===== src/rtl/rv_pkg.sv =====
// rtl/rv_pkg.sv - shared counter encodings and predictor mode constants
package rv_pkg;

    typedef enum logic [1:0] {
        SNT = 2'd0,
        WNT = 2'd1,
        WT  = 2'd2,
        ST  = 2'd3
    } cnt_e;

    localparam int MODE_BIMODAL = 0;
    localparam int MODE_GSHARE  = 1;

endpackage


===== src/rtl/sat_counter2.sv =====
// rtl/sat_counter2.sv - 2-bit saturating up/down counter next-state logic
module sat_counter2
    import rv_pkg::*;
(
    input  logic [1:0] cnt_i,
    input  logic       inc_i,
    output logic [1:0] cnt_o
);

    always_comb begin
        cnt_o = cnt_i;
        if (inc_i) begin
            if (cnt_e'(cnt_i) != ST) cnt_o = cnt_i + 2'd1;
        end else begin
            if (cnt_e'(cnt_i) != SNT) cnt_o = cnt_i - 2'd1;
        end
    end

endmodule


===== src/rtl/branch_predictor.sv =====
// rtl/branch_predictor.sv - direct-mapped BTB with bimodal or gshare 2-bit PHT
module branch_predictor
    import rv_pkg::*;
#(
    parameter int XLEN      = 32,
    parameter int ENTRIES   = 16,
    parameter int MODE      = 0,
    parameter int HIST_BITS = 4
) (
    input  logic            clk_i,
    input  logic            rst_i,
    input  logic            stall_i,
    input  logic [XLEN-1:0] pc_i,
    output logic            pred_tkn_o,
    output logic [XLEN-1:0] pred_pc_o,
    input  logic            upd_v_i,
    input  logic [XLEN-1:0] upd_pc_i,
    input  logic            upd_uncond_i,
    input  logic            upd_tkn_i,
    input  logic [XLEN-1:0] upd_tgt_i
);

    localparam int IDX  = $clog2(ENTRIES);
    localparam int TAGW = XLEN - IDX - 2;
    localparam int GW   = (HIST_BITS < 1) ? 1 : HIST_BITS;

    logic            valid_q [ENTRIES];
    logic            valid_d [ENTRIES];
    logic [TAGW-1:0] tag_q   [ENTRIES];
    logic [TAGW-1:0] tag_d   [ENTRIES];
    logic [XLEN-1:0] tgt_q   [ENTRIES];
    logic [XLEN-1:0] tgt_d   [ENTRIES];
    logic            unc_q   [ENTRIES];
    logic            unc_d   [ENTRIES];
    logic [1:0]      pht_q   [ENTRIES];
    logic [1:0]      pht_d   [ENTRIES];
    logic [GW-1:0]   ghr_q, ghr_d;

    logic [IDX-1:0]  ghr_x;
    logic [IDX-1:0]  l_idx, u_idx, u_pidx;
    logic [TAGW-1:0] l_tag, u_tag;
    logic [1:0]      l_cnt, cnt_nxt;
    logic            l_hit;
    logic            unused_upd_lsb;

    assign unused_upd_lsb = ^upd_pc_i[1:0];

    // Bimodal mode indexes the PHT with the BTB index alone.
    assign ghr_x = (MODE == MODE_GSHARE) ? IDX'(ghr_q) : '0;

    assign l_idx = pc_i[IDX+1:2];
    assign l_tag = pc_i[XLEN-1:IDX+2];
    assign l_hit = valid_q[l_idx] && (tag_q[l_idx] == l_tag);
    assign l_cnt = pht_q[l_idx ^ ghr_x];

    assign pred_tkn_o = l_hit && (unc_q[l_idx] || l_cnt[1]);
    assign pred_pc_o  = pred_tkn_o ? tgt_q[l_idx] : pc_i + XLEN'(4);

    assign u_idx  = upd_pc_i[IDX+1:2];
    assign u_tag  = upd_pc_i[XLEN-1:IDX+2];
    assign u_pidx = u_idx ^ ghr_x;

    sat_counter2 u_pht_cnt (
        .cnt_i (pht_q[u_pidx]),
        .inc_i (upd_tkn_i),
        .cnt_o (cnt_nxt)
    );

    always_comb begin
        valid_d = valid_q;
        tag_d   = tag_q;
        tgt_d   = tgt_q;
        unc_d   = unc_q;
        pht_d   = pht_q;
        ghr_d   = ghr_q;
        if (upd_v_i && !stall_i) begin
            // A taken outcome both allocates on a miss and refreshes on a hit.
            if (upd_tkn_i) begin
                valid_d[u_idx] = 1'b1;
                tag_d[u_idx]   = u_tag;
                tgt_d[u_idx]   = upd_tgt_i;
                unc_d[u_idx]   = upd_uncond_i;
            end
            if (!upd_uncond_i) begin
                pht_d[u_pidx] = cnt_nxt;
                if (MODE == MODE_GSHARE) ghr_d = GW'({ghr_q, upd_tkn_i});
            end
        end
    end

    always_ff @(posedge clk_i) begin
        if (rst_i) begin
            for (int i = 0; i < ENTRIES; i++) begin
                valid_q[i] <= 1'b0;
                pht_q[i]   <= WNT;
            end
            ghr_q <= '0;
        end else begin
            valid_q <= valid_d;
            tag_q   <= tag_d;
            tgt_q   <= tgt_d;
            unc_q   <= unc_d;
            pht_q   <= pht_d;
            ghr_q   <= ghr_d;
        end
    end

endmodule


===== config.mk =====
export PLATFORM = sky130hd
export DESIGN_NAME = branch_predictor
export DESIGN_NICKNAME = d
export VERILOG_FILES = /design/src/rtl/rv_pkg.sv /design/src/rtl/sat_counter2.sv /design/src/rtl/branch_predictor.sv
export SDC_FILE = /design/constraint.sdc
export NUM_CORES = 1
export LEC_CHECK = 0
export BUFFER_PORTS_ARGS = -buffer_cell sky130_fd_sc_hd__buf_4
export CAP_MARGIN = 20
export CORE_AREA = 2 2 300 302
export DETAILED_ROUTE_END_ITERATION = 7
export DIE_AREA = 0 0 302 304
export HOLD_SLACK_MARGIN = 0.08
export PLACE_DENSITY_LB_ADDON = 0.15
export REMOVE_ABC_BUFFERS = 1
export SLEW_MARGIN = 40
export SYNTH_ARGS = -nofsm -noshare
export SYNTH_HDL_FRONTEND = slang
export SYNTH_SLANG_ARGS = --single-unit

===== constraint.sdc =====
create_clock -name clk_i -period 8 [get_ports clk_i]
set_clock_uncertainty 0.05 [all_clocks]
set_input_delay 0 -clock clk_i [delete_from_list [all_inputs] [get_ports clk_i]]
set_output_delay 0 -clock clk_i [all_outputs]
set_load 0.01 [all_outputs]

Word-level counts from Yosys, hierarchy flattened
Index checks and enable logic that the tools add are counted.
{ "classes": {"n_addsub": 3, "mux": 34, "reduce_logical": 10, "order_cmp": 3, "n_bitwise": 5, "eq_ne": 2} }
{ "ops": {"columns": ["operator", "n"], "rows": [
  ["$bwmux 512", 1],
  ["$bwmux 416", 1],
  ["$bmux 32 s4", 1],
  ["$demux 32 s4", 1],
  ["$mux 32", 4],
  ["$bmux 26 s4", 1],
  ["$demux 26 s4", 1],
  ["$mux 26", 3],
  ["$add 32x3->32 const B", 1],
  ["$bwmux 32", 1],
  ["$eq 26x26->1", 1],
  ["$bmux 2 s4", 2],
  ["$bwmux 16", 1],
  ["$mux 2", 8],
  ["$or 16x16->16", 1],
  ["$ge 5x5->1 const B", 2],
  ["$not 4->5", 2],
  ["$bmux 1 s4", 2],
  ["$demux 2 s4", 1],
  ["$lt 5x1->1 const B", 1],
  ["$mux 1", 5],
  ["$demux 1 s4", 1],
  ["$logic_and 1x1->1", 4],
  ["$reduce_and 2->1", 2],
  ["8 further kinds", 9]
]} }
{ "word_totals": {"out_inout_bits": 33, "elab_cells": 137, "ff_bits": 992} }

Depth between registers and ports, before layout
Gate-level depths: netlist of the first run.
{ "logic_depth": {"depth_word": 8, "mapped_depth": 15} }

By module
From an unflattened synthesis of the first run, not the netlist that was laid out.
{ "unflattened": {"cells_unflattened": 1882, "hier_area_um2": 39459.1} }
{ "by_module_without_submodules": {"columns": ["mod", "cells_per_inst", "n_inst", "area_each_um2"], "rows": [
  ["branch_predictor", 1879, 1, 39432.8],
  ["sat_counter2", 3, 1, 26.3]
]} }

Worst setup path after synthesis of the first run
No wires, ideal clock.
{ "synth_path": {"kind": "input port to flip-flop", "from": "in stall_i", "to": "reg tag_q[312] (netlist bit) (enable)", "setup_time_ns": 0.476, "required_ns": 7.474, "path_buffers": 1, "cell_stages": 4, "path_slack_ns": 3.891, "arrival_ns": 3.583, "cell_sequence": "nor4bb_1 > or3b_2 > clkbuf_1 > nor2_1"} }
{ "synth_via": {"elab_chain_len": 3} }
{ "synth_lines": {"columns": ["element", "line", "text"], "rows": [
  ["start, declared", "branch_predictor.sv:12", "input logic stall_i,"],
  ["$logic_not 1->1", "branch_predictor.sv:76", "if (upd_v_i && !stall_i) begin"],
  ["$logic_and 1x1->1", "branch_predictor.sv:76", null],
  ["$reduce_and 3->1 (no line)", null, null],
  ["end signal, assigned", "branch_predictor.sv:100", "tag_q <= tag_d;"],
  ["end, declared", "branch_predictor.sv:29", "logic [TAGW-1:0] tag_q [ENTRIES];"]
]} }
No other way between the ends.
A chain may end at the register's enable or synchronous reset.

Worst setup path after layout of the first run
{ "layout_path": {"from": "in pc_i[3]", "to": "out pred_pc_o[29]"} }
{ "layout_via": {"elab_chain_len": 8} }
{ "layout_lines": {"columns": ["element", "line", "text"], "rows": [
  ["start, declared", "branch_predictor.sv:13", "input logic [XLEN-1:0] pc_i,"],
  ["$not 4->5 (implied by the code)", null, null],
  ["$bmux 26 s4", "branch_predictor.sv:53", "assign l_hit = valid_q[l_idx] && (tag_q[l_idx] == l_tag);"],
  ["$mux 26 (implied by the code) (2 in a row)", "branch_predictor.sv:53", null],
  ["$eq 26x26->1", "branch_predictor.sv:53", null],
  ["$logic_and 1x1->1", "branch_predictor.sv:53", null],
  ["$logic_and 1x1->1", "branch_predictor.sv:56", "assign pred_tkn_o = l_hit && (unc_q[l_idx] || l_cnt[1]);"],
  ["$mux 32 *", "branch_predictor.sv:57", "assign pred_pc_o = pred_tkn_o ? tgt_q[l_idx] : pc_i + XLEN'(4);"],
  ["end, declared", "branch_predictor.sv:15", "output logic [XLEN-1:0] pred_pc_o,"]
]} }
Every way passes the cells marked *; elsewhere a longest branch is shown, timed or not. The select of a mux whose other input is x is not followed.

==> results of run 1 <==
## where the power goes
| part | total (W) | internal (W) | leakage [nW] | switching, W |
|---|---|---|---|---|
| Sequential | 0.00570 | 0.00570 | 8.87 | 0.00000486 |
| Combinational | 0.000602 | 0.000269 | 4.42 | 0.000333 |
| Clock | 0.00461 | 0.00266 | 1.58 | 0.00195 |
| Total | 0.0109 | 0.00863 | 14.9 | 0.00229 |
## timing repair
| action | 4_1_cts | 5_1_grt |
|---|---|---|
| buffers inserted | 0 | 0 |
| hold endpoints to repair | 992 | 0 |
| hold buffers | 79 | 0 |
## per-stage QoR
step | utilization | worst slack [ns]
2_1_floorplan | - | 3.03
3_3_place_gp | 0.471 | 3.13
3_5_place_dp | 0.473 | 3.08
4_1_cts | 0.518 | 3.08
5_1_grt | 0.518 | 2.91
6_report | 0.518 | 3.12
## sequential cells by signal, indices dropped and copies added (netlist names)
signal   cells
pht_q       32
tag_q      416
tgt_q      512
unc_q       16
valid_q     16
## critical path, cell delays in order
cell	delay (ns)
buf_8	0.47
buf_12	0.51
mux4_1	0.64
mux4_2	0.51
xnor2_1	0.27
nand4_1	0.13
nor4_1	0.49
nand4_4	0.55
buf_4	0.52
mux2_4	0.38
buf_4	0.15
## worst paths after layout
check | startpoint | endpoint | slack, ns | cells after the start
min | upd_tgt_i[15] | tgt_q[303] | 0.12 | 2
max reg2reg | pht_q[1] | pht_q[23] | 5.35 | 7
min reg2reg | pht_q[20] | pht_q[20] | 0.41 | 1
max | pc_i[3] | pred_pc_o[29] | 3.12 | 11
## cells by family after synthesis
group,share of synthesized area
muxes,0.185
xor gates and xnor gates,0.0124
buffers and inverters,0.0156
adders and majority gates,0.000316
AOI/OAI and AO/OA,0.0183
DFF,0.741
and+or+nand+nor,0.0274
## placed cells by master (no fill, tap or decap), types with 4 or more instances in the layout
cell / synthesis / final
edfxtp_1: 944 / 944
mux4_2: 270 / 270
buf_4: 8 / 164
clkbuf_16: 0 / 105
dlygate4sd3_1: 0 / 79
mux2i_1: 65 / 65
nand2_1: 62 / 62
nor2_1: 64 / 48
dfxtp_1: 48 / 48
xnor2_1: 40 / 40
mux2_4: 30 / 30
clkinv_1: 1 / 28
clkbuf_1: 43 / 25
o22ai_1: 19 / 19
inv_1: 19 / 19
nand3_1: 18 / 18
nor2b_1: 17 / 17
a211o_1: 17 / 17
nor2_4: 0 / 16
xor2_1: 16 / 16
o21ai_0: 15 / 15
a21oi_1: 14 / 13
nand4_1: 13 / 13
clkinv_2: 0 / 13
bufinv_16: 0 / 8
and3_1: 7 / 7
nor3_1: 6 / 6
buf_8: 1 / 6
buf_6: 10 / 6
nand2b_1: 5 / 5
mux2_2: 5 / 5
o21a_1: 4 / 4
a22oi_1: 4 / 4
o211ai_1: 4 / 4
and4_1: 4 / 4
## layout make-up
cell class,instances,share of cell area
flip-flops and latches,992,0.635
clock buffers,130,0.0589
diodes,1,0.0000542
repair buffers,259,0.0494
multi-input cells,750,0.212
clock inverters,58,0.0115
inverters,22,0.00184
well taps,1176,0.0319
## routing by layer
metal,vias to the layer above,track usage,routed length (um),part of all wire
met4,12,0.0604,2030,0.021
met5,-,0,75,0.00076
met2,638,0.345,48100,0.49
met1,10500,0.309,42200,0.43
li1,8298,-,-,-
met3,125,0.0421,6480,0.066
==> summary.log, run 1 <==
qor: outcome.run_status finished, final reports clean
qor: final_layout.instances_no_fill 3388
qor: clock_tree.tritoncts_num_sinks 992
qor: final_layout.multi_input_area 9770 um^2
qor: die.placeableCoreArea 89000 um^2
qor: drt.post_drt_via_cell_ratio 5.78
qor: synth.post_synth_edffs 944
qor: drt.drt_drc_violations_left 0
qor: synth.synth_cells 1866
qor: drt.via_count 19600
qor: critical_path.worstPathRequired 7.95 ns
qor: synth.synth_seq_area_share 0.741
qor: critical_path.critical_path_arrival 4.83 ns
qor: clock_tree.clk_pin_slew 0.06 ns
qor: placement.numPlacedInstances 3120
qor: synth.synth_cell_type_count 64
qor: global_route.antenna_found_initial 7
qor: pwr.static-leakage-power 14.9 nW
qor: timing.rsz_0062_raised_after_global_routing false
qor: final_layout.regArea 29300 um^2
qor: critical_path.setup.worst_path.end_class output pin
qor: critical_path.critPathKind in2out
qor: die.initial_utilization 0.444
qor: critical_path.worst-path-max-fanout 83
qor: clock_tree.clock_tree.buffer_depth 3
qor: global_route.largest_net_degree_at_the_start_of_global_routing 84
qor: synth.ys_ff_latch 992
qor: final_layout.drive_gt1_frac 0.296
qor: timing.finalSetupViolations 0
qor: placement.place_area 42100 um^2
qor: clock_tree.h-tree-depth 3
qor: die.die_width 302 um
qor: critical_path.setup.worst_path.start_class primary input
qor: placement.hpwl 55800 um
qor: synth.ys_async_sr_fraction 0
qor: final_layout.postLayoutCellArea 46200 um^2
qor: timing.timing.setup.tns 0 ns
qor: synth.synth.yosys.warnings 0
qor: die.core.rowCount 110
qor: global_route.grt_first_pass_wirelength 142000 um
qor: final_layout.nNetsFinal 2232
qor: clock_tree.ctsResizeCount 0
qor: job.max-cap-violations 0
qor: timing.slew_violations 0
qor: final_layout.area_overhead_vs_synth 16.7%
qor: drt.wirelength 98900 um
qor: synth.most_common_library_cells_after_synthesis edfxtp_1 (944), mux4_2 (270), mux2i_1 (65)
qor: synth.yosysMostFrequentCell edfxtp_1
qor: pwr.ir_worst_vdd 0.181 mV
qor: timing.fmaxAchievable 0.205 GHz
qor: die.floorplan.die.height 304 um
qor: drt.detailedRoute.firstIterationViolations 1979
qor: timing.timing.final.crit_share 0.610
qor: timing.worst_hold_slack 0.116 ns
qor: final_layout.filler_cell_count 7007
qor: drt.dr.pass1.iters 5
qor: timing.hold_viol_final 0
qor: global_route.gr-total-overflow 0
qor: clock_tree.cts_root_buf clkbuf_16
qor: pwr.pwr_density_cell 236 nW/um^2
qor: placement.globalplace.congestion 0.856
qor: pwr.report.power.total 0.0109 W
qor: synth.dominantRegCellSynth edfxtp_1
qor: drt.detail-route-antenna-nets 0
qor: synth.yosysTopAreaCell edfxtp_1
qor: clock_tree.cts_made_buffers 104
qor: die.top_level_ports 135
qor: clock_tree.cts_tree built
qor: clock_tree.insertion_delay 0.68 ns
qor: placement.buffer_ports.inserted 132
qor: global_route.first_global_vias 20300
qor: timing.slew_headroom 0.429
qor: die.die_area 91800 um^2
qor: synth.synth.top_cell.area_share 0.717
qor: global_route.track_usage 0.217
qor: synth.ys_top_cells_by_area edfxtp_1 (72%), mux4_2 (15%), dfxtp_1 (2.4%)
qor: timing.worst_pin_slew 0.856 ns
qor: timing.fin_crit 4.88 ns
qor: drt.detail_route.wl_per_cell 29.2 um
qor: worst_hold_path.worst_hold_path_type in2reg
qor: synth.syn-cell-area 39600 um^2
qor: synth.syn-mean-instance-area 21.2 um^2
Note: power is estimated with default switching activity, not from simulation.
==> run 2: changes to the inputs <==
Settings changed: ABC_AREA set to 1, CORE_AREA 2 2 300 302 to 2 2 307 309, DIE_AREA 0 0 302 304 to 0 0 309 311.
Clock period 8 ns to 4.55 ns, I/O delays scaled along.
==> run 2 against run 1 <==
Die area increased by 4.7%. Hold slack improved by 0.0043 ns. Power increased by 78%. Routed wire length increased by 15%. Global-route usage increased by 1.7 points. Sequential share of layout area decreased by 2.4 points. Final cell count increased by 54%. Clock power increased by 76%. Setup slack got worse by 2.2 ns. Register-to-register slack got worse by 2.7 ns. Non-clock buffer count increased by 10. Utilization decreased by 0.097 points. Largest power group unchanged.
==> summary.log, run 2 <==
qor: timing.slew_violations 0
qor: drt.detailedRoute.firstIterationViolations 2839
qor: clock_tree.ctsResizeCount 0
qor: synth.yosysTopAreaCell edfxtp_1
qor: drt.drt_drc_violations_left 0
qor: placement.globalplace.congestion 0.868
qor: final_layout.largest_regs tgt_q: 512 flops, tag_q: 416 flops, pht_q: 32 flops
qor: synth.syn-mean-instance-area 11.2 um^2
qor: timing.slew_headroom 0.370
qor: clock_tree.cts_tree built
qor: timing.worst_pin_slew 0.944 ns
qor: synth.synth_seq_area_share 0.706
qor: final_layout.postLayoutCellArea 48000 um^2
qor: critical_path.worst-path-max-fanout 62
qor: die.initial_utilization 0.448
qor: die.die_area 96100 um^2
qor: synth.syn-cell-area 41500 um^2
qor: final_layout.multi_input_area 10300 um^2
qor: drt.wirelength 114000 um
qor: final_layout.filler_cell_count 8261
qor: global_route.gr-total-overflow 0
qor: critical_path.timing.critical_path.from pc_i[3]
qor: global_route.track_usage 0.235
qor: timing.fin_crit 3.58 ns
qor: final_layout.layout.cells.most_common_list edfxtp_1 (944), nand2_1 (780), nor2_1 (519), o21ai_0 (349), inv_1 (250)
qor: critical_path.critPathKind in2out
qor: clock_tree.cts_made_buffers 103
qor: final_layout.largest_register_ffs 512
qor: pwr.report.power.total 0.0194 W
qor: placement.place_area 44000 um^2
qor: die.top_level_ports 135
qor: clock_tree.cts_post_setup_buffers_inserted 0
qor: synth.ys_ff_latch 992
qor: final_layout.nNetsFinal 3985
qor: job.max-cap-violations 0
qor: timing.hold_viol_final 0
qor: worst_hold_path.hold_start upd_pc_i[3]
qor: critical_path.reg2reg_from pht_q[19]
qor: placement.hpwl 63100 um
qor: timing.finalSetupViolations 0
qor: drt.detail_route.wl_per_cell 21.8 um
qor: synth.post_synth_edffs 944
qor: drt.dr.pass1.iters 5
qor: synth.ys_top_cells_by_area edfxtp_1 (68%), nand2_1 (7.1%), nor2_1 (4.9%)
qor: synth.ys_async_sr_fraction 0
qor: clock_tree.tritoncts_num_sinks 992
qor: clock_tree.cts-hold-fix-buffers 68
qor: pwr.pwr_density_cell 405 nW/um^2
qor: placement.buffer_ports.inserted 132
qor: synth.synth_cells 3722
qor: synth.most_common_library_cells_after_synthesis edfxtp_1 (944), nand2_1 (780), nor2_1 (537)
qor: global_route.antenna_found_initial 7
qor: pwr.static-leakage-power 17.5 nW
qor: die.core.rowCount 112
qor: timing.worst_hold_slack 0.120 ns
qor: critical_path.critical_path_arrival 3.53 ns
qor: global_route.grt_first_pass_wirelength 167000 um
qor: timing.timing.final.crit_share 0.787
qor: drt.post_drt_via_cell_ratio 5.35
qor: synth.synth_cell_type_count 36
qor: drt.via_count 27900
qor: outcome.run_status finished, final reports clean
qor: final_layout.regArea 29300 um^2
qor: clock_tree.cts_root_buf clkbuf_16
qor: drt.detail-route-antenna-nets 0
qor: die.die_width 309 um
qor: timing.timing.setup.tns 0 ns
qor: die.placeableCoreArea 92800 um^2
qor: final_layout.drive_gt1_frac 0.0976
qor: timing.rsz_0062_raised_after_global_routing false
qor: critical_path.setup.worst_path.end_class output pin
qor: timing.fmaxAchievable 0.279 GHz
qor: synth.synth.yosys.warnings 0
qor: synth.synth.top_cell.area_share 0.683
qor: clock_tree.insertion_delay 0.67 ns
qor: final_layout.max_flop_register tgt_q
qor: synth.dominantRegCellSynth edfxtp_1
qor: clock_tree.clk_pin_slew 0.06 ns
qor: pwr.ir_worst_vdd 0.284 mV
qor: final_layout.utilization 0.517
qor: synth.yosysMostFrequentCell edfxtp_1
qor: final_layout.layout.cells.most_common edfxtp_1
qor: final_layout.area_overhead_vs_synth 15.6%
qor: global_route.largest_net_degree_at_the_start_of_global_routing 189
qor: clock_tree.h-tree-depth 3
qor: global_route.first_global_vias 26200
qor: critical_path.worstPathRequired 4.50 ns
qor: worst_hold_path.worst_hold_path_type in2reg
qor: die.floorplan.die.height 311 um
qor: clock_tree.clock_tree.buffer_depth 3
qor: critical_path.setup.worst_path.start_class primary input
run 2: area by class of cell:
type / count / area share
Sequential cell: 992 / 0.611
Multi-Input combinational cell: 2248 / 0.215
Timing Repair Buffer: 269 / 0.0529
Clock buffer: 128 / 0.0573
Tap cell: 1254 / 0.0327
Clock inverter: 62 / 0.0101
Inverter: 268 / 0.0215
Antenna cell: 3 / 0.000156
run 2: where the power goes:
part | internal [W] | switching (W) | total, W
Sequential | 0.0100 | 0.00000746 | 0.0100
Combinational | 0.000397 | 0.000895 | 0.00129
Clock | 0.00466 | 0.00344 | 0.00810
Total | 0.0151 | 0.00435 | 0.0194
run 2: cells by family after synthesis:
| group | after synthesis | share of synthesized area |
|---|---|---|
| AND/OR/NAND/NOR | 1587 | 0.153 |
| flip-flops | 992 | 0.706 |
| AO/OA/AOI/OAI | 633 | 0.0855 |
| adder cells (fa/ha/maj) | 1 | 0.000301 |
| XOR/XNOR | 27 | 0.00569 |
| buffers and inverters | 482 | 0.0493 |
run 2: worst max-delay path, stage by stage:
cell and delay [ns]:
buf_8 0.39, inv_8 0.33, buf_12 0.31, nor3_4 0.31
nand2_1 0.15, nor2_2 0.18, nand3_1 0.15, nor2_1 0.21
nand2_1 0.13, nor3_2 0.16, xor2_1 0.71, nand2_1 0.11
nand2_1 0.10, buf_4 0.12
run 2: through the flow:
step / std cells / setup WS [ns]
after floorplan: 3508 / 0.662
after global placement: 4960 / 0.972
after detailed placement: 4962 / 1.01
after CTS: 5220 / 0.980
after global routing: 5222 / 0.754
final: 5224 / 0.968
run 2: layer usage:
layer	GRT usage	routed length, um	part of all wire
met1	0.328	49800	0.44
met2	0.369	52700	0.46
met3	0.0439	7580	0.067
met4	0.0801	3750	0.033
met5	0	58	0.00051
run 2: path summary, 6_finish.rpt:
check | endpoint | slack (ns) | depth (start not counted)
min reg2reg | pht_q[10] | 0.43 | 2
max | pred_pc_o[19] | 0.97 | 14
max reg2reg | pht_q[2] | 2.64 | 9
min | valid_q[2] | 0.12 | 6
